===== config.mk =====
export PLATFORM = sky130hd
export DESIGN_NAME = rf_wb_arb
export DESIGN_NICKNAME = d
export VERILOG_FILES = /design/src/rtl/rf_wb_arb.sv
export SDC_FILE = /design/constraint.sdc
export NUM_CORES = 1
export LEC_CHECK = 0
export BUFFER_PORTS_ARGS = -buffer_cell sky130_fd_sc_hd__buf_2
export CAP_MARGIN = 0
export CORE_MARGIN = 2
export CORE_UTILIZATION = 55
export DETAILED_ROUTE_END_ITERATION = 8
export PLACE_DENSITY = 0.83
export SETUP_SLACK_MARGIN = 0.3
export SYNTH_ARGS = -nofsm -noshare
export SYNTH_HDL_FRONTEND = slang
export SYNTH_SLANG_ARGS = --single-unit

===== constraint.sdc =====
create_clock -name clk -period 2.5 [get_ports clk]
set_input_delay 0.125 -clock clk [delete_from_list [all_inputs] [get_ports clk]]
set_output_delay 0.125 -clock clk [all_outputs]
set_load 0.01 [all_outputs]

===== src/rtl/rf_wb_arb.sv =====
// Register file writeback arbiter: merges ALU results and returning loads onto a
// single write port, with a 2-entry load return buffer and a pending-load scoreboard.
module rf_wb_arb (
    input  logic        clk,
    input  logic        rst_n,
    input  logic        alu_we,
    input  logic [3:0]  alu_addr,
    input  logic [15:0] alu_data,
    input  logic        ld_iss,
    input  logic [3:0]  ld_iss_addr,
    input  logic        ld_vld,
    input  logic [3:0]  ld_addr,
    input  logic [15:0] ld_data,
    output logic        ld_rdy,
    output logic        we,
    output logic [3:0]  dst_addr,
    output logic [15:0] dst,
    output logic [15:0] pend,
    output logic        ovf
);

    localparam int unsigned AW    = 4;
    localparam int unsigned DW    = 16;
    localparam int unsigned NREG  = 16;
    localparam int unsigned DEPTH = 2;
    localparam int unsigned CW    = 2;

    logic [AW-1:0]   r_buf_addr [DEPTH];
    logic [DW-1:0]   r_buf_data [DEPTH];
    logic            r_rd_ptr;
    logic            r_wr_ptr;
    logic [CW-1:0]   r_cnt;
    logic            r_ld_rdy;
    logic            r_we;
    logic [AW-1:0]   r_dst_addr;
    logic [DW-1:0]   r_dst;
    logic [NREG-1:0] r_pend;
    logic            r_ovf;

    logic            w_alu_win;
    logic            w_pop;
    logic            w_direct;
    logic            w_push;
    logic            w_drop;
    logic            w_ld_emit;
    logic [AW-1:0]   w_ld_addr;
    logic [DW-1:0]   w_ld_data;
    logic            w_wr_en;
    logic [AW-1:0]   w_wr_addr;
    logic [DW-1:0]   w_wr_data;
    logic [NREG-1:0] w_pend_nxt;
    logic [CW-1:0]   w_cnt_nxt;

    // Port arbitration: ALU first, then buffer head, then a bypassing load
    always_comb begin
        w_alu_win  = alu_we && (alu_addr != '0);
        w_pop      = !w_alu_win && (r_cnt != '0);
        w_direct   = !w_alu_win && (r_cnt == '0) && ld_vld;
        w_push     = ld_vld && !w_direct && r_ld_rdy;
        w_drop     = ld_vld && !w_direct && !r_ld_rdy;
        w_ld_emit  = w_pop || w_direct;
        w_ld_addr  = w_pop ? r_buf_addr[r_rd_ptr] : ld_addr;
        w_ld_data  = w_pop ? r_buf_data[r_rd_ptr] : ld_data;
        w_wr_en    = w_alu_win || (w_ld_emit && (w_ld_addr != '0));
        w_wr_addr  = w_alu_win ? alu_addr : w_ld_addr;
        w_wr_data  = w_alu_win ? alu_data : w_ld_data;
        w_pend_nxt = r_pend;
        if (w_ld_emit) begin
            w_pend_nxt = w_pend_nxt & ~(NREG'(1) << w_ld_addr);
        end
        // Issue applied after clear so a same-cycle set wins
        if (ld_iss && (ld_iss_addr != '0)) begin
            w_pend_nxt = w_pend_nxt | (NREG'(1) << ld_iss_addr);
        end
        w_cnt_nxt = r_cnt;
        if (w_push && !w_pop) begin
            w_cnt_nxt = r_cnt + CW'(1);
        end else if (w_pop && !w_push) begin
            w_cnt_nxt = r_cnt - CW'(1);
        end
    end

    always_ff @(posedge clk or negedge rst_n) begin
        if (!rst_n) begin
            for (int i = 0; i < int'(DEPTH); i++) begin
                r_buf_addr[i] <= '0;
                r_buf_data[i] <= '0;
            end
            r_rd_ptr   <= 1'b0;
            r_wr_ptr   <= 1'b0;
            r_cnt      <= '0;
            r_ld_rdy   <= 1'b1;
            r_we       <= 1'b0;
            r_dst_addr <= '0;
            r_dst      <= '0;
            r_pend     <= '0;
            r_ovf      <= 1'b0;
        end else begin
            if (w_push) begin
                r_buf_addr[r_wr_ptr] <= ld_addr;
                r_buf_data[r_wr_ptr] <= ld_data;
                r_wr_ptr             <= r_wr_ptr + 1'b1;
            end
            if (w_pop) begin
                r_rd_ptr <= r_rd_ptr + 1'b1;
            end
            r_cnt    <= w_cnt_nxt;
            r_ld_rdy <= (w_cnt_nxt < CW'(DEPTH));
            r_we     <= w_wr_en;
            // Address and data hold their last values while the port is idle
            if (w_wr_en) begin
                r_dst_addr <= w_wr_addr;
                r_dst      <= w_wr_data;
            end
            r_pend <= w_pend_nxt;
            if (w_drop) begin
                r_ovf <= 1'b1;
            end
        end
    end

    assign ld_rdy   = r_ld_rdy;
    assign we       = r_we;
    assign dst_addr = r_dst_addr;
    assign dst      = r_dst;
    assign pend     = r_pend;
    assign ovf      = r_ovf;

endmodule


[Yosys cells after proc, flatten, opt, wreduce, memory -nomap -nowiden]
Cells that the tools add are included.
Storage, ports and cells
  bits in registers: 83
  input bits: 49
  output and inout bits: 39
Operators by class
  add/subtract/negate cells: 4
  $lt $le $gt $ge: 4
  shifts and indexed selects: 2
  mux-type cells: 20
  bitwise gates (word level): 5
  reductions and logical operators: 24
Operator list (number)
  16-bit 2-to-1 mux: 8
  32-bit bitwise mux: 1
  1-bit by 4-bit << shifter with 16-bit output, first input constant: 2
  4-bit 2-to-1 mux: 6
  16-bit bitwise AND: 1
  16-bit demux with 1-bit select: 1
  16-bit NOT: 1
  16-bit bitwise OR: 1
  1-bit logical AND: 12
  4-bit nonzero test: 3
  8-bit bitwise mux: 1
  1-bit zero test: 5
  4-bit demux with 1-bit select: 1
  2-bit >= comparator, second input constant: 2
  2-bit 2-to-1 mux: 2
  1-bit NOT with 2-bit output: 2
  1-bit adder, second input constant: 2
  2-bit by 1-bit adder with 2-bit output, second input constant: 1
  2-bit zero test: 1
  1-bit logical OR: 2
  2-bit by 1-bit less-than comparator with 1-bit output, second input constant: 1
  2-bit less-than comparator, second input constant: 1
  2-bit nonzero test: 1
  2-bit by 1-bit subtractor with 2-bit output, second input constant: 1

[Logic depth before layout (Yosys ltp)]
Gate-level depths: netlist of run 1.
  depth in word-level cells: 13
  mapped depth: 9

[Worst setup path before layout of run 1]
No wires, ideal clock.
  path type: register -> register
  from: register r_cnt[0]
  to: register r_pend[2], in the netlist pend[2]
  data arrival time: 1.783 ns
  data required time: 2.366 ns
  setup slack: 0.583 ns
  stages on the path, launching flop included: 9
  buffers on the path: 2
  cells stage by stage: dfrtp_1 inv_1 ha_1 inv_1 clkbuf_1 buf_1 o2111ai_1 a211oi_1 o32ai_1
Between the ends
  cells in the longest elaborated chain, start to end: 9
  elaborated cells on any way between the ends: 13
  classes of those cells: 1 x shift; 3 x mux; 3 x bitwise; 6 x reduce/logical
RTL lines
  from (decl): RTL line 32  | logic [CW-1:0] r_cnt;
  from (signal assigned): RTL line 107  | r_cnt <= w_cnt_nxt;
  2-bit nonzero test: RTL line 57  | w_pop = !w_alu_win && (r_cnt != '0);
  1-bit logical AND: RTL line 57
  4-bit 2-to-1 mux: RTL line 62  | w_ld_addr = w_pop ? r_buf_addr[r_rd_ptr] : ld_addr;
  1-bit by 4-bit << shifter with 16-bit output: RTL line 69  | w_pend_nxt = w_pend_nxt & ~(NREG'(1) << w_ld_addr);
  16-bit NOT: RTL line 69
  16-bit bitwise AND: RTL line 69
  16-bit 2-to-1 mux (*): RTL line 68  | if (w_ld_emit) begin
  16-bit bitwise OR: RTL line 73  | w_pend_nxt = w_pend_nxt | (NREG'(1) << ld_iss_addr);
  16-bit 2-to-1 mux (*): RTL line 72  | if (ld_iss && (ld_iss_addr != '0)) begin
  via w_pend_nxt[2]: RTL line 51  | logic [NREG-1:0] w_pend_nxt;
  to (signal assigned): RTL line 115  | r_pend <= w_pend_nxt;
  to (decl): RTL line 37  | logic [NREG-1:0] r_pend;
The timed path passes the listed nets; every way through them passes the cells marked *.
A chain may end at the register's enable or synchronous reset.

[Worst setup path in the final report of run 1]
  from: register r_buf_addr[0] in the netlist's numbering
  to: register r_dst[2], in the netlist dst[2]
Between the ends
  cells in the longest elaborated chain, start to end: 7
RTL lines
  from (decl): RTL line 28  | logic [AW-1:0] r_buf_addr [DEPTH];
  from (signal, indexed assignment): RTL line 100  | r_buf_addr[r_wr_ptr] <= ld_addr;
  4-bit 2-to-1 mux (implied by the code) (3 in a row): RTL line 62
  4-bit 2-to-1 mux: RTL line 62
  4-bit nonzero test: RTL line 64  | w_wr_en = w_alu_win || (w_ld_emit && (w_ld_addr != '0));
  1-bit logical AND: RTL line 64
  1-bit logical OR: RTL line 64
  to (signal assigned): RTL line 113  | r_dst <= w_wr_data;
  to (decl): RTL line 36  | logic [DW-1:0] r_dst;
Every way passes these cells. The select of a mux whose other input is x is not followed.

==> results of run 1 <==
-- layer usage --
layer,vias to the layer above,track usage,share of wire
met1,1782,0.358,0.44
met4,0,0.0966,0.015
met2,179,0.387,0.47
met3,17,0.0399,0.071
met5,-,0,0
li1,1693,-,-
-- worst max-delay path, cell delays in order, from the launching register on --
cell	delay [ns]
dfrtp_1	0.44
or4b_1	0.62
a211oi_4	0.46
buf_4	0.21
nor3_1	0.06
a221o_1	0.27
-- where the power goes --
part | internal, uW | switching, uW | total (uW) | leakage, uW
sequential | 2000 | 431 | 2430 | 0.000975
clock | 499 | 512 | 1010 | 0.000101
combinational | 1500 | 1570 | 3070 | 0.00130
total | 4000 | 2510 | 6510 | 0.00237
-- metrics by stage --
step / cell area, um^2 / cells
2_1_floorplan: 4490 / 399
3_3_place_gp: 5010 / 569
3_5_place_dp: 5010 / 569
4_1_cts: 5290 / 591
5_1_grt: 5310 / 593
6_report: 5310 / 593
-- Yosys cell counts, types with 2 or more instances --
cell	count	area (um^2)
dfrtp_1	82	2050
ha_1	3	37.5
buf_6	3	33.8
a2bb2oi_1	2	17.5
clkbuf_1	10	37.5
nor3b_1	5	37.5
o2111ai_1	12	105
a211oi_1	13	97.6
nand2_1	19	71.3
o22ai_1	12	75.1
nand3b_1	2	15.0
buf_2	13	65.1
o21a_1	2	15.0
mux2_2	29	327
a21oi_1	11	55.1
buf_4	4	30.0
o21bai_1	2	15.0
mux2_4	20	300
buf_1	4	15.0
a221o_1	6	60.1
a21o_1	3	22.5
o211ai_1	27	203
mux2i_1	15	150
and3b_1	3	26.3
nor2_1	17	63.8
o32ai_1	3	26.3
o21ai_0	6	30.0
nor3_1	8	40.0
inv_1	23	86.3
a32o_1	4	40.0
xnor2_1	2	17.5
a2111oi_0	2	17.5
a32oi_1	6	52.6
-- layout by cell type (no fill, tap or decap), types with 3 or more instances in the layout --
cell type	instances
o2111ai_1	12
a21oi_1	11
nor3_1	8
o32ai_1	3
nor3b_1	5
dlygate4sd3_1	6
a21o_1	3
a211oi_1	13
nor2_1	17
mux2_4	20
mux2_2	29
buf_4	16
inv_1	23
and3b_1	3
nand2_1	19
o21ai_0	6
a221o_1	6
dfrtp_1	82
a32oi_1	6
o22ai_1	12
a32o_1	4
clkbuf_8	10
ha_1	3
o211ai_1	27
buf_2	86
mux2i_1	15
-- final timing paths --
path	end	startpoint	depth (start not counted)	slack [ns]
worst max register to register	dst[2]$_DFFE_PN0P_	r_buf_addr[0]$_DFFE_PN0P_	5	0.36
max in group asynchronous	dst[1]$_DFFE_PN0P_	rst_n	2	1.39
min in group asynchronous	pend[10]$_DFF_PN0_	rst_n	2	0.48
worst max-delay path	dst[2]$_DFFE_PN0P_	r_buf_addr[0]$_DFFE_PN0P_	5	0.36
worst min-delay path	dst[2]$_DFFE_PN0P_	alu_data[2]	2	0.004
worst min register to register	ovf$_DFFE_PN0P_	ovf$_DFFE_PN0P_	1	0.49
-- logic make-up after synthesis --
kind of cell	synth area share
flops	0.463
xor+xnor	0.00390
mux	0.173
simple gates	0.0758
buf+inv	0.0605
compound gates	0.216
fa+ha+maj	0.00836
-- state kept, by name (all words and copies together) (netlist names), 2 cells and up --
register,count
dst,16
dst_addr,4
pend,16
r_buf_addr,8
r_buf_data,32
r_cnt,2
-- timing repair --
| item | CTS | global route |
|---|---|---|
| hold buffers | 6 | 0 |
| setup endpoints to repair | 19 | 16 |
| resized for setup | 1 | 2 |
| pin swaps | 0 | 1 |
| buffers inserted | 0 | 2 |
| endpoints found under the hold margin | 87 | 0 |
-- layout make-up --
cell class,count,area (um^2),share of cell area
Clock buffer,10,138,0.0259
Clock inverter,6,73.8,0.0139
Inverter,24,90.1,0.0170
Multi-Input combinational cell,258,2160,0.407
Sequential cell,83,2080,0.391
Tap cell,102,128,0.0240
Timing Repair Buffer,110,642,0.121
==> impl_results.md, run 1 <==
- Status: finished, final reports clean
- Required time of the critical path: 2.75 ns
- Final Power: 6510 uW
- Global-route wire length before repair: 17500 um
- Rows: 32
- Clock root buffer: clkbuf_8
- Number of DRC markers in iteration 0: 220
- Pre-CTS setup slack: 0.211 ns
- Total Wirelength: 11000 um
- Vias in the first global route: 3608
- Least-Margin Pin Slew: 1.01 ns
- Clock-pin slew on the worst setup and hold paths: 0.09 ns
- CTS buffer count: 9
- Clk buf depth: 2
- H-tree levels: 3
- Gpl congestion: 0.888
- Post-route antenna net violation count: 0
- FFs w/ async S/R, synth: 1.00
- Max Freq: 0.467 GHz
- Worst ir drop on vdd: 0.000654 V
- Hpwl dp: 7540 um
- CTS tree: built
- Post-Syn Area per Cell: 11.3 um^2
- Hold slack: 0.00372 ns
- Avg Vias per Cell: 6.19
- RSZ-0062 raised after global routing: true
- Synth warn: 0
- Clock skew: 0.0156 ns
- Nets@finish: 538
- Power per Cell Area: 1230 nW/um^2
- # setup viols final: 0
- All-Layer GR Usage: 0.250
- Initial Utilization: 0.575
- Core footprint: 7810 um^2
- Final setup margin: 0.358 ns
- Pleak: 0.00237 uW
- EDFF count, synth: 0
- Die area: 8900 um^2
- Fin Setup TNS: 0 ns
- CP startpoint kind: register
- Layout cells sized above 1: 0.363
- Worst Hold Class: input port to register
- Filler cell count: 587
- Gate Count Post-Synth: 399
- Distinct cells, synth: 59
- Die X: 94.4 um
- CTS Sinks: 83
- Die Span Y: 94.4 um
- CP Class: register to register
- Area grow syn2layout: 18.3%
- Core Util, Final: 0.680
- #FFs+latches synth: 83
- Clk Latency, worst-skew pair: 0.36 ns
- Largest net degree at the start of global routing: 84
- Top FF cell, synth: dfrtp_1
- GR Overflow Total: 0
- Post-synth net total: 451
- DRC: 0
- Crit path time final: 2.14 ns
- Final number of hold-violating endpoints: 0
- Max-cap violations: 0
- Max transition margin: 0.330
- CP Capture Type: register
- Sequential cell area fraction in the yosys report: 0.463
- Largest fanout on the critical path: 7
- Initial antenna violation count: 0
- Via Count: 3671
- Period Utilization, post-route: 0.857
- Critical Path AT: 2.39 ns
- Mapped Area: 4490 um^2
- Final slew viol count: 0
- # diodes: 0
- Mean routed wirelength per cell: 18.5 um
- Number of port buffers: 87
- First drt pass iteration count: 5
- Ports: 88
Note: power is estimated with default switching activity, not from simulation.
==> inputs of run 2 (changes only) <==
--- a/config.mk
+++ b/config.mk
@@ -9,7 +9,9 @@
 export CAP_MARGIN = 0
 export CORE_MARGIN = 2
 export CORE_UTILIZATION = 55
+export CTS_CLUSTER_DIAMETER = 150
 export DETAILED_ROUTE_END_ITERATION = 8
+export MAX_ROUTING_LAYER = met4
 export PLACE_DENSITY = 0.83
 export SETUP_SLACK_MARGIN = 0.3
 export SYNTH_ARGS = -nofsm -noshare
==> run 2 against run 1 <==
Compared with the run above:
- final area is 0.90% higher
- core utilization up 0.61 points
- highest routed layer unchanged
- sequential cell count did not move
- sequential power barely moved
- first-iteration DRC count grew 34%
- critical path type unchanged
- via count up 2.8%
- critical path depth grew 1
- count of clock-buffer cells in the layout stayed put
- global-route usage rose by 1.8 points
- sequential share of layout area shrank 0.35 points
==> impl_results.md, run 2 (synthesized netlist as in run 1, its figures left out) <==
- # setup viols final: 0 (unchanged)
- CP startpoint kind: register
- CTS Sinks: 83 (unchanged)
- Total Wirelength: 11500 um (+4.9%)
- Commonest non-fill, non-tap cell in the layout: buf_2
- Fin Setup TNS: 0 ns (unchanged)
- Nets@finish: 542 (+0.74%)
- DRC: 0 (unchanged)
- CTS tree: built
- Number of DRC markers in iteration 0: 295 (+34%)
- Crit-path slowest cell: or4_4
- Die area: 8900 um^2 (unchanged)
- RSZ-0062 raised after global routing: false
- CTS buffer count: 9 (unchanged)
- CP Cell Sequence: or4_4 > a211oi_2 > buf_4 > o21a_2 > inv_1 > a2bb2oi_1
- Area grow syn2layout: 19.3%
- Clk buf depth: 2 (unchanged)
- Avg Vias per Cell: 6.32 (+2.1%)
- Critical Path AT: 2.35 ns (-0.04 ns)
- Gpl congestion: 0.836 (-5.8%)
- Largest register FFs: 32 (unchanged)
- Hpwl dp: 7750 um (+2.8%)
- Clk Latency, worst-skew pair: 0.37 ns (about the same)
- Vias in the first global route: 3653 (+1.2%)
- Top reg by flops: r_buf_data
- Power per Cell Area: 1210 nW/um^2 (-0.87%)
- Worst ir drop on vdd: 0.000631 V (-3.4%)
- Final cell area excluding filler cells: 5360 um^2 (+0.90%)
- Final number of hold-violating endpoints: 0 (unchanged)
- Core footprint: 7810 um^2 (unchanged)
- Number of port buffers: 87 (unchanged)
- Via Count: 3773 (+2.8%)
- GR Overflow Total: 0 (unchanged)
- Required time of the critical path: 2.75 ns (about the same)
- Pleak: 0.00238 uW (+0.56%)
- Max transition margin: 0.311 (-0.0188)
- Worst Hold Class: input port to register
- Core Util, Final: 0.686 (+0.00609)
- CP Capture Type: register
- Post-CTS setup buffer count: 0 (unchanged)
- Initial Utilization: 0.575 (unchanged)
- Critical Path Max Stage Delay: 0.58 ns (-0.04 ns)
- Die Span Y: 94.4 um (unchanged)
- Final slew viol count: 0 (unchanged)
- Mean routed wirelength per cell: 19.3 um (+4.2%)
- Largest net degree at the start of global routing: 84 (unchanged)
- Least-Margin Pin Slew: 1.03 ns (+0.0282 ns)
- Rows: 32 (unchanged)
- Layout cells sized above 1: 0.358 (-0.00495)
- Post-route antenna net violation count: 0 (unchanged)
- Clock-pin slew on the worst setup and hold paths: 0.10 ns (about the same)
- First drt pass iteration count: 6 (+1)
- CP Class: register to register
- Placed Area: 5000 um^2 (-0.30%)
- Clock skew: 0.0155 ns (-0.000164 ns)
- Placed cell count: 567 (-0.35%)
- Most frequent cells in the layout: buf_2, dfrtp_1, mux2_2
- Ports: 88 (unchanged)
- Period Utilization, post-route: 0.841 (-0.0161)
- Die X: 94.4 um (unchanged)
- All-Layer GR Usage: 0.269 (+0.0183)
- Post-route insts no fill: 597 (+0.67%)
- Status: finished, final reports clean
- Clock root buffer: clkbuf_8
- H-tree levels: 3 (unchanged)
- Global-route wire length before repair: 18100 um (+3.6%)
- Max Freq: 0.476 GHz (+1.9%)
- Largest fanout on the critical path: 20 (+13)
- Max-cap violations: 0 (unchanged)
- Initial antenna violation count: 0 (unchanged)
- Crit path time final: 2.10 ns (-0.0404 ns)
- # diodes: 0 (unchanged)
## run 2: cell count changes in the layout (fill, tap and decap cells not counted), sizes merged
cell and change:
buf -4, dlygate4sd3 +8
## run 2: per-stage QoR
stage,hold slack [ns],power (uW),worst slack [ns]
after global placement,0.355,5260,0.367
after floorplan,-0.171,4510,0.583
after CTS,0.00150,6460,0.334
after global routing,0.00327,6890,0.312
after detailed placement,0.360,5400,0.357
final,0.00648,6510,0.398
## run 2: path summary, 6_finish.rpt
| path | slack, ns | cells after the start | from | end |
|---|---|---|---|---|
| min | 0.006 | 2 | alu_data[2] | dst[2]$_DFFE_PN0P_ |
| max | 0.40 | 6 | r_buf_addr[4]$_DFFE_PN0P_ | dst_addr[0]$_DFFE_PN0P_ |
| min in group asynchronous | 0.45 | 2 | rst_n | pend[6]$_DFF_PN0_ |
| max in group asynchronous | 1.35 | 2 | rst_n | r_buf_data[17]$_DFFE_PN0P_ |
| min reg2reg | 0.48 | 1 | ovf$_DFFE_PN0P_ | ovf$_DFFE_PN0P_ |
| max reg2reg | 0.40 | 6 | r_buf_addr[4]$_DFFE_PN0P_ | dst_addr[0]$_DFFE_PN0P_ |
## run 2: cell type report
cell class	count	area, um^2
tap	102	128
clock inverter	6	73.8
fill	578	2450
sequential	83	2080
inverter	24	90.1
timing repair buffer	114	688
clock buffer	10	138
multi-input combinational	258	2160
## run 2: worst max-delay path, delay by kind of cell (launching register included)
family | cells | cell delay, ns
buffers and inverters | 2 | 0.36
AO/OA/AOI/OAI | 3 | 0.59
flip-flops | 1 | 0.46
AND/OR/NAND/NOR | 1 | 0.58
## run 2: timing repair
action,4_1_cts,5_1_grt
endpoints found under the hold margin,94,1
gates resized for setup,0,4
setup endpoints to repair,0,9
hold buffers,13,1
## run 2: per-layer routing
layer	wire length, um	vias up	track usage
li1	-	1700	-
met1	4910	1867	0.362
met2	5580	186	0.413
met3	843	20	0.0503
met4	180	0	0.0930
met5	0	-	-
## run 2: where the power goes
part           internal, uW  switching [uW]
registers              2000             454
clock network           499             522
logic                  1480            1560
